### src/rtl/alu_arb_pkg.sv
// Shared types and constants for the ALU arbiter.
// FSM state enum, ALU op codes, flag bit positions and datapath widths.
package alu_arb_pkg;

  localparam int DATA_W  = 8;
  localparam int FLAGS_W = 5;

  localparam logic [1:0] ALU_ADD = 2'b00;
  localparam logic [1:0] ALU_SUB = 2'b01;

  // Bit positions inside the {parity, overflow, greater, is_eq, less} flag bus.
  localparam int PAR = 4;
  localparam int OVF = 3;
  localparam int GT  = 2;
  localparam int EQ  = 1;
  localparam int LT  = 0;

  typedef enum logic [1:0] {
    IDLE = 2'd0,
    EXEC = 2'd1,
    RESP = 2'd2
  } state_e;

endpackage

### src/rtl/rr_arbiter.sv
// Combinational round-robin arbiter.
// The search starts at ptr_i+1 and wraps modulo NREQ; the first requester
// found wins. With no request pending, grant_o is all zeros and grant_idx_o is 0.
module rr_arbiter #(
  parameter int NREQ = 4,
  parameter int IDW  = $clog2(NREQ)
) (
  input  logic [NREQ-1:0] req_i,
  input  logic [IDW-1:0]  ptr_i,
  output logic [NREQ-1:0] grant_o,
  output logic [IDW-1:0]  grant_idx_o
);

  logic [IDW-1:0] idx;

  // Scan from the farthest candidate back to ptr+1 so the nearest one is written last and wins.
  always_comb begin
    grant_o     = '0;
    grant_idx_o = '0;
    idx         = '0;
    for (int k = NREQ; k >= 1; k--) begin
      idx = IDW'((int'(ptr_i) + k) % NREQ);
      if (req_i[idx]) begin
        grant_o      = '0;
        grant_o[idx] = 1'b1;
        grant_idx_o  = idx;
      end
    end
  end

endmodule

### src/rtl/alu_arbiter.sv
// Round-robin sharing of one external 8-bit combinational ALU among NREQ requesters.
// Flow: IDLE (grant + accept, operands registered) -> EXEC (alu_oe high, ALU
// outputs captured at the end of the cycle) -> RESP (result held until accepted).
// Optional feature: define ALU_ARB_FLAGS_EN to capture alu_flags into
// resp_flags. Without it, resp_flags is tied to zero and alu_flags is ignored.
//
// Handshakes: a transfer happens on a rising clock edge where valid and ready
// are both high. A source keeps valid and its payload stable until then.
// Request side: req_valid[i] is paired with req_ready[i], and at most one ready
// bit is high. Response side: resp_valid is paired with resp_ready, and
// resp_id/resp_y/resp_flags do not change while resp_valid is waiting.
module alu_arbiter
  import alu_arb_pkg::*;
#(
  parameter int NREQ = 4,
  parameter int IDW  = $clog2(NREQ)
) (
  input  logic                   clk,
  input  logic                   rst,
  input  logic [NREQ-1:0]        req_valid,
  output logic [NREQ-1:0]        req_ready,
  input  logic [NREQ*DATA_W-1:0] req_a,
  input  logic [NREQ*DATA_W-1:0] req_b,
  input  logic [NREQ*2-1:0]      req_op,
  output logic [DATA_W-1:0]      alu_a,
  output logic [DATA_W-1:0]      alu_b,
  output logic [1:0]             alu_op,
  output logic                   alu_oe,
  input  logic [DATA_W-1:0]      alu_y,
  input  logic [FLAGS_W-1:0]     alu_flags,
  output logic                   resp_valid,
  input  logic                   resp_ready,
  output logic [IDW-1:0]         resp_id,
  output logic [DATA_W-1:0]      resp_y,
  output logic [FLAGS_W-1:0]     resp_flags,
  output logic [15:0]            done_cnt,
  output state_e                 dbg_state
);

  state_e              state_q;
  logic [IDW-1:0]      ptr_q;
  logic [IDW-1:0]      id_q;
  logic [DATA_W-1:0]   a_q, b_q, y_q;
  logic [1:0]          op_q;
  logic                oe_q;
  logic                rv_q;
  logic [15:0]         done_q;

  logic [NREQ-1:0]     grant;
  logic [IDW-1:0]      grant_idx;
  logic                accept;
  logic [DATA_W-1:0]   a_d, b_d;
  logic [1:0]          op_d;
  logic [15:0]         done_d;

  rr_arbiter #(
    .NREQ (NREQ),
    .IDW  (IDW)
  ) u_rr (
    .req_i       (req_valid),
    .ptr_i       (ptr_q),
    .grant_o     (grant),
    .grant_idx_o (grant_idx)
  );

  // Offer the grant only while idle and out of reset; select the winner's payload.
  always_comb begin
    req_ready = '0;
    if (state_q == IDLE && !rst) begin
      req_ready = grant;
    end
    accept = |(req_valid & req_ready);
    a_d    = req_a[int'(grant_idx) * DATA_W +: DATA_W];
    b_d    = req_b[int'(grant_idx) * DATA_W +: DATA_W];
    op_d   = req_op[int'(grant_idx) * 2 +: 2];
    done_d = done_q + 16'd1;
  end

  // Main FSM; alu_oe and resp_valid are registered alongside the state.
  always_ff @(posedge clk or posedge rst) begin
    if (rst) begin
      state_q <= IDLE;
      ptr_q   <= IDW'(NREQ - 1);
      id_q    <= '0;
      a_q     <= '0;
      b_q     <= '0;
      op_q    <= '0;
      y_q     <= '0;
      oe_q    <= 1'b0;
      rv_q    <= 1'b0;
      done_q  <= '0;
    end else begin
      case (state_q)
        IDLE: begin
          if (accept) begin
            a_q     <= a_d;
            b_q     <= b_d;
            op_q    <= op_d;
            id_q    <= grant_idx;
            ptr_q   <= grant_idx;
            oe_q    <= 1'b1;
            state_q <= EXEC;
          end
        end
        EXEC: begin
          y_q     <= alu_y;
          oe_q    <= 1'b0;
          rv_q    <= 1'b1;
          state_q <= RESP;
        end
        RESP: begin
          if (resp_ready) begin
            rv_q    <= 1'b0;
            done_q  <= done_d;
            state_q <= IDLE;
          end
        end
        default: begin
          oe_q    <= 1'b0;
          rv_q    <= 1'b0;
          state_q <= IDLE;
        end
      endcase
    end
  end

`ifdef ALU_ARB_FLAGS_EN
  logic [FLAGS_W-1:0] flags_q;

  // Capture the ALU flags in the same cycle as the result.
  always_ff @(posedge clk or posedge rst) begin
    if (rst) begin
      flags_q <= '0;
    end else if (state_q == EXEC) begin
      flags_q <= alu_flags;
    end
  end

  assign resp_flags = flags_q;
`else
  logic unused_flags;
  assign unused_flags = ^alu_flags;
  assign resp_flags   = '0;
`endif

  assign alu_a      = a_q;
  assign alu_b      = b_q;
  assign alu_op     = op_q;
  assign alu_oe     = oe_q;
  assign resp_valid = rv_q;
  assign resp_id    = id_q;
  assign resp_y     = y_q;
  assign done_cnt   = done_q;
  assign dbg_state  = state_q;

endmodule

### config.mk
export PLATFORM = sky130hd
export DESIGN_NAME = alu_arbiter
export DESIGN_NICKNAME = d
export VERILOG_FILES = /design/src/rtl/alu_arb_pkg.sv /design/src/rtl/rr_arbiter.sv /design/src/rtl/alu_arbiter.sv
export SDC_FILE = /design/constraint.sdc
export NUM_CORES = 1
export LEC_CHECK = 0
export BUFFER_PORTS_ARGS = -buffer_cell sky130_fd_sc_hd__buf_2
export CAP_MARGIN = 5
export CORE_MARGIN = 10
export CORE_UTILIZATION = 45
export DETAILED_ROUTE_END_ITERATION = 12
export GPL_ROUTABILITY_DRIVEN = 0
export PLACE_DENSITY = 0.78
export SLEW_MARGIN = 10
export SYNTH_ARGS = -nofsm -noshare
export SYNTH_HDL_FRONTEND = slang
export SYNTH_HIERARCHICAL = 1
export SYNTH_SLANG_ARGS = --single-unit
export TNS_END_PERCENT = 30
### constraint.sdc
create_clock -name clk -period 10.7 [get_ports clk]
set_clock_uncertainty 0.1 [all_clocks]
set_input_delay 2.14 -clock clk [delete_from_list [all_inputs] [get_ports clk]]
set_output_delay 2.14 -clock clk [all_outputs]
set_load 0.02 [all_outputs]
* After elaboration in Yosys (flattened, before gate mapping)
Index checks and enable logic that the tools add are counted.
** Word-level totals
- Input port bits :: 92
- Bits in writable memories :: 0
- Output and inout bits :: 57
- Latch bits :: 0
- Word-level logic and storage cells :: 78
- Register bits :: 50
- Memory bits (read-only) :: 0
- Memories :: 0
** Operators by class
- Multiplexer cells :: 32
- Bitwise gates (word level) :: 3
- $lt $le $gt $ge :: 8
- Add/sub/neg operators :: 5
- Multipliers :: 0
- Reduce and logical (&&, ||, !) cells :: 13
- Equality and inequality tests :: 4
- Divide/modulo/power cells :: 0
- Shift-type cells :: 3
** Operators by type and width (number)
- 32-bit by 6-bit variable part select with 8-bit output :: 2
- 4-bit 2-to-1 mux :: 5
- 16-bit by 1-bit adder with 16-bit output, second input constant :: 1
- 2-bit by 3-bit < comparator with 1-bit output, second input constant :: 4
- 2-bit 2-to-1 mux :: 6
- 1-bit 2-to-1 mux :: 10
- 2-bit AND reduction :: 5
- 1-bit binary-select mux with 2-bit select :: 4
- 1-bit demux with 2-bit select :: 4
- 2-bit by 1-bit >= comparator with 1-bit output, second input constant :: 4
- 8-bit by 4-bit variable part select with 2-bit output :: 1
- 2-bit case mux with 3 select lines :: 1
- 1-bit logical AND :: 5
- 2-bit by 1-bit adder with 2-bit output, second input constant :: 2
- 2-bit adder, second input constant :: 2
- 4-bit bitwise AND :: 1
- 2-bit != test, second input constant :: 2
- 4-bit OR reduction :: 1
- 1-bit case mux with 3 select lines :: 1
- 2-bit by 1-bit == test with 1-bit output, second input constant :: 1
- 2-bit == test, second input constant :: 1
- 2-bit zero test :: 1
- 1-bit NOT :: 2
- 1-bit case mux with 2 select lines :: 1
- 1-bit zero test :: 1

* Longest topological paths before layout
Gate-level depths: netlist of the first run.
- Depth after elaboration :: 14
- Mapped depth :: 12
- Gate-level depth less buffers :: 9

* Hierarchy
The synthesis of the first run kept the hierarchy.
** Modules (own cells, without submodules)
- alu_arbiter :: area each 2598.7 um2, sequential area each 1253.7 um2, cells each 172, instances 1
- rr_arbiter :: area each 467.9 um2, sequential area each 0.0 um2, cells each 60, instances 1

* Least setup slack after synthesis of the first run
Ideal clock, no wire load.
- Path kind :: input -> output
- Start :: input port req_valid[3]
- End :: output port req_ready[1]
- Buffers on the path :: 1
- Required time :: 8.460 ns
- Slack :: 5.010 ns
- Arrival time :: 3.450 ns
- Stages on the path :: 6
- Path through :: buf_6 -> mux4_2 -> nand2b_1 -> o21ai_1 -> a2bb2oi_1 -> and2_2
** Between the ends
- Longest elaborated chain between the ends :: 7
- Elaborated cells on any way between the ends :: 13
- Those cells by class :: mux: 13
** Ends and longest elaborated chain
- start, declared :: line alu_arbiter.sv:20 : input logic [NREQ-1:0] req_valid,
- 1-bit binary-select mux with 2-bit select :: line rr_arbiter.sv:23 : if (req_i[idx]) begin
- 1-bit 2-to-1 mux (not written as such) :: line rr_arbiter.sv:23
- 4-bit 2-to-1 mux (3 in series) :: line rr_arbiter.sv:23
- 4-bit 2-to-1 mux (*) :: line rr_arbiter.sv:23
- named net grant[1] :: line alu_arbiter.sv:49 : logic [NREQ-1:0] grant;
- 4-bit 2-to-1 mux (*) :: line alu_arbiter.sv:69 : if (state_q == IDLE && !rst) begin
- end, declared :: line alu_arbiter.sv:21 : output logic [NREQ-1:0] req_ready,
The timed path passes the listed nets; every way through them passes the cells marked *. The select of a mux whose other input is x is not followed.

* Worst setup path in the final report of the first run
- Start :: input port req_valid[3]
- End :: output port req_ready[0]
Same word-level chain as after synthesis.

==> results.toml, run 1 <==
[status]
status = "finished clean"

[sta]
finalSetupViolCount = 0
slew_viol_final = 0
fin_hold_ws_ps = 381
fin_ws_ps = 4670
rsz0062_at_grt = "no"
tns_ps = 0
worstMarginPinSlew_ps = 1080
relSlewSlack = 0.278
hold_violations = 0
fin_crit_sh = 0.564
min_period_ps = 6030
fmax_ghz = 0.166

[placed_design]
dpl_cell_area_um2 = 3750
hpwl_mm = 6.39
dpl_worst_slack_ps = 4710
portBuffers = 138

[floorplanning]
std_cell_rows = 30
coreArea_um2 = 6720
die-height_um = 103
die_area_um2 = 10500
ioPinCount = 149
die_x_um = 103
start_util = 0.456

[clocking]
clock_latency_ps = 290
cts_resized = 0
root_buffer = "clkbuf_8"
post_cts_buffers = 0
cts_tree = "yes"
cts_buffers = 5
htreeDepth = 2
path_clk_slew_ps = 90
hold_buffers = 0
clock-sinks = 50
clock_path_buffers = 2

[job]
cap_violations = 0

[yosys]
synth-main-ff-cell = "dfrtp_1"
yosys.area.top_type = "dfrtp_1"
synth_area_per_cell_um2 = 13.2
netlist.area_leader.share = 0.392
yosys_warnings = 6
synth_edf_count = 0
synth-async-reset-ratio = 1.00
synth_area_leaders = "dfrtp_1, mux4_2, mux2_4"
ys_types = 50
syn_inst = 232
ys_seq_elements = 50
synthesis.area_um2 = 3070
ys_seq_area_frac = 0.409

[route]
vias = 2403
dr.pass1.iters = 4
wl_per_cell_um = 17.9
finalWirelength_mm = 8.02
drc = 0
drt_iter0_markers = 50
viasPerCell = 5.38
ant_nets = 0

[layout]
n_fill_cell = 581
layout_common_cells = "buf_2, dfrtp_1, mux4_2"
drive_above_1_share = 0.586
regArea_um2 = 1250
fin_nets = 465
mostFrequentLayoutCell = "buf_2"
multiInputGateArea_um2 = 1670
fin_area_um2 = 3860
area_growth_pct = 25.7
antenna_cells = 0

[setup_path]
critical_path_peak_fanout = 11
required_ps = 8460
crit_type = "in -> out"
crit_end = "req_ready[0]"
rr_endpoint = "alu_b[6]$_DFFE_PP0P_"
worstRegToRegCells = 8
worstSetupStartpointType = "input port"
critPathLaunch = "req_valid[3]"
rr_startpoint = "ptr_q[0]$_DFFE_PP1P_"
crit_arrival_ps = 3790
r2r_slack_ps = 6570
worst_setup_path_end_kind = "output port"

[global_route]
grt_max_degree = 51
grt_pass1_vias = 2674
grtUsageTotal = 0.153
grt_pass1_wl_mm = 12.9
grt_antenna_before_repair = 0
overflow = 0

[pwr]
p_leak_uw = 0.00191
power_per_cell_area_nw_per_um2 = 299
total_power_uw = 1150
ir_drop_uv = 181

[min_path]
hold_path_class = "reg -> reg"
[cell type report]
type | count | share of cell area
flip-flops and latches | 50 | 0.325
multi-input cells | 160 | 0.432
repair buffers | 138 | 0.179
well taps | 80 | 0.0260
clock buffers | 7 | 0.0250
clock inverters | 1 | 0.00227
inverters | 11 | 0.0107
[cells in the mapped netlist, drive strengths merged, types with 2 or more instances]
library cell   n
a21o           2
nand3          6
a2bb2oi        3
xor2           3
a21boi         2
and2           5
nand4          4
xnor2         12
o21ai          7
nand2         11
mux4          21
a2111oi        4
a21oi          6
dfstp          2
a22o           3
mux2          32
buf           13
nor2           8
a22oi          2
inv           11
ha             7
nor3           3
clkbuf         2
dfrtp         48
[cell families (layout without fill, tap and decap cells)]
family / count (synthesis) / in the layout / share of synthesized area
buffers and inverters: 26 / 157 / 0.0530
adders and majority gates: 7 / 7 / 0.0286
muxes: 53 / 53 / 0.294
xor gates and xnor gates: 15 / 15 / 0.0428
other: 1 / 5 / 0.00122
AOI/OAI and AO/OA: 34 / 34 / 0.0828
DFF: 50 / 50 / 0.409
and+or+nand+nor: 46 / 46 / 0.0890
[worst max-delay path, cell delays in order]
cell and delay, ps:
buf_2 160, mux4_2 540, a2111oi_0 330, a2bb2oi_1 280
and2_2 180, buf_2 160
[per-layer routing]
layer / track usage / wire, um / part of all wire
met1: 0.181 / 3240 / 0.40
met2: 0.261 / 4000 / 0.50
met3: 0.0543 / 743 / 0.093
met4: 0.0325 / 41 / 0.0051
met5: 0 / 0 / 0
[worst min path at each step]
stage                             startpoint                       end  slack [ps]  cells past startpoint
detailed placement  done_cnt[15]$_DFFE_PP0P_  done_cnt[15]$_DFFE_PP0P_         380                      1
floorplan           done_cnt[15]$_DFFE_PP0P_  done_cnt[15]$_DFFE_PP0P_         480                      1
finish              done_cnt[15]$_DFFE_PP0P_  done_cnt[15]$_DFFE_PP0P_         380                      1
global route        done_cnt[15]$_DFFE_PP0P_  done_cnt[15]$_DFFE_PP0P_         420                      1
global placement    done_cnt[15]$_DFFE_PP0P_  done_cnt[15]$_DFFE_PP0P_         360                      1
CTS                 done_cnt[15]$_DFFE_PP0P_  done_cnt[15]$_DFFE_PP0P_         390                      1
[registers in the layout, summed over array words and instances (netlist names)]
name,flops
resp_y,8
alu_op,2
done_cnt,16
ptr_q,2
dbg_state,2
resp_id,2
alu_oe,1
resp_valid,1
alu_b,8
alu_a,8
[report_power, final]
part / internal [uW] / total (uW) / switching (uW)
clock: 59.4 / 121 / 61.5
combinational: 350 / 701 / 350
sequential: 267 / 334 / 66.3
total: 677 / 1150 / 478
[stage by stage]
step           utilization  instances
6_report             0.574        447
5_1_grt              0.574        447
4_1_cts              0.574        447
3_5_place_dp         0.558        439
3_3_place_gp         0.558        439
2_1_floorplan            -        236
No activity file was read; power rests on OpenSTA's default activity.
==> run 2: changes to the inputs <==
Clock period 10.7 ns to 6 ns, I/O delays scaled along.
==> results.toml, run 2 (synthesis results as in run 1) <==
[status]
status = "finished clean"

[min_path]
hold_path_class = "reg -> reg"

[route]
dr.pass1.iters = 4
ant_nets = 0
wl_per_cell_um = 17.8
drc = 0
viasPerCell = 5.36
vias = 2392
finalWirelength_mm = 7.92
drt_iter0_markers = 34

[global_route]
grt_pass1_wl_mm = 12.8
grt_max_degree = 51
grtUsageTotal = 0.151
grt_antenna_before_repair = 0
overflow = 0
grt_pass1_vias = 2680

[setup_path]
required_ps = 4700
critical_path_peak_fanout = 18
crit_type = "reg -> out"
worst_setup_path_end_kind = "output port"
worstSetupStartpointType = "register"
crit_arrival_ps = 3150
r2r_slack_ps = 1840

[clocking]
clock_path_buffers = 2
root_buffer = "clkbuf_8"
clock_latency_ps = 290
cts_resized = 0
cts_buffers = 5
post_cts_buffers = 0
hold_buffers = 0
htreeDepth = 2
cts_tree = "yes"
path_clk_slew_ps = 80
clock-sinks = 50

[placed_design]
hpwl_mm = 6.40
portBuffers = 138
dpl_worst_slack_ps = 1760
dpl_cell_area_um2 = 3750

[layout]
post-route-util = 0.570
fin_area_um2 = 3830
mostFrequentLayoutCell = "buf_2"
drive_above_1_share = 0.582
largest_reg_flops = 16
antenna_cells = 0
layout_common_cells = "buf_2, dfrtp_1, mux4_2"
fin_nets = 465
area_growth_pct = 24.9

[floorplanning]
coreArea_um2 = 6720
die_x_um = 103
std_cell_rows = 30
ioPinCount = 149
start_util = 0.456
die-height_um = 103
die_area_um2 = 10500

[sta]
tns_ps = 0
relSlewSlack = 0.278
hold_violations = 0
finalSetupViolCount = 0
fmax_ghz = 0.225
rsz0062_at_grt = "no"
fin_ws_ps = 1550
min_period_ps = 4450
slew_viol_final = 0
worstMarginPinSlew_ps = 1080
fin_hold_ws_ps = 379
fin_crit_sh = 0.741

[pwr]
power_per_cell_area_nw_per_um2 = 528
ir_drop_uv = 284
p_leak_uw = 0.00189

[job]
cap_violations = 0
==> run 2: cell types whose count changed in the layout (fill, tap and decap cells not counted), sizes merged <==
cell | before | now
clkbuf | 7 | 6
clkinvlp | 0 | 1
clkinv | 1 | 0
==> run 2: stage by stage <==
stage / power (uW) / cells
2_1_floorplan: 1580 / 236
3_3_place_gp: 1820 / 439
3_5_place_dp: 1860 / 439
4_1_cts: 2050 / 446
5_1_grt: 2170 / 446
6_report: 2020 / 446
==> run 2: area by class of cell <==
type,instances,area [um^2]
Timing Repair Buffer,138,691
Clock inverter,1,7.51
Clock buffer,6,72.6
Sequential cell,50,1250
Tap cell,80,100
Multi-Input combinational cell,160,1670
Fill cell,570,2890
Inverter,11,41.3
==> run 2: power breakdown <==
part / total (uW) / internal, uW / switching, uW
registers: 593 / 477 / 117
clock network: 183 / 80.1 / 103
logic: 1250 / 624 / 622
total: 2020 / 1180 / 842
==> run 2: worst paths after layout <==
check	to	startpoint	cells after the start
worst max register to register	alu_a[0]$_DFFE_PP0P_	ptr_q[0]$_DFFE_PP1P_	8
max in group asynchronous	done_cnt[3]$_DFFE_PP0P_	rst	2
worst min-delay path	done_cnt[15]$_DFFE_PP0P_	done_cnt[15]$_DFFE_PP0P_	1
worst max-delay path	req_ready[0]	ptr_q[0]$_DFFE_PP1P_	8
min in group asynchronous	dbg_state[0]$_DFFE_PP0P_	rst	2
worst min register to register	done_cnt[15]$_DFFE_PP0P_	done_cnt[15]$_DFFE_PP0P_	1
==> run 2: critical path, cell delays in order (launching register included) <==
cell and delay [ps]:
dfstp_2 750, inv_1 160, ha_1 500, mux4_2 660, a21oi_1 180, o21ai_1 100, a2bb2oi_1 170, and2_2 180
buf_2 150
==> run 2: metal layers <==
layer / part of all wire / up-vias / routed length, um / global-route usage
met2: 0.51 / 100 / 4010 / 0.271
met3: 0.087 / 4 / 686 / 0.0550
li1: - / 1114 / - / -
met5: 0 / - / 0 / 0
met4: 0.0058 / 0 / 46 / 0.0228
met1: 0.40 / 1174 / 3180 / 0.169
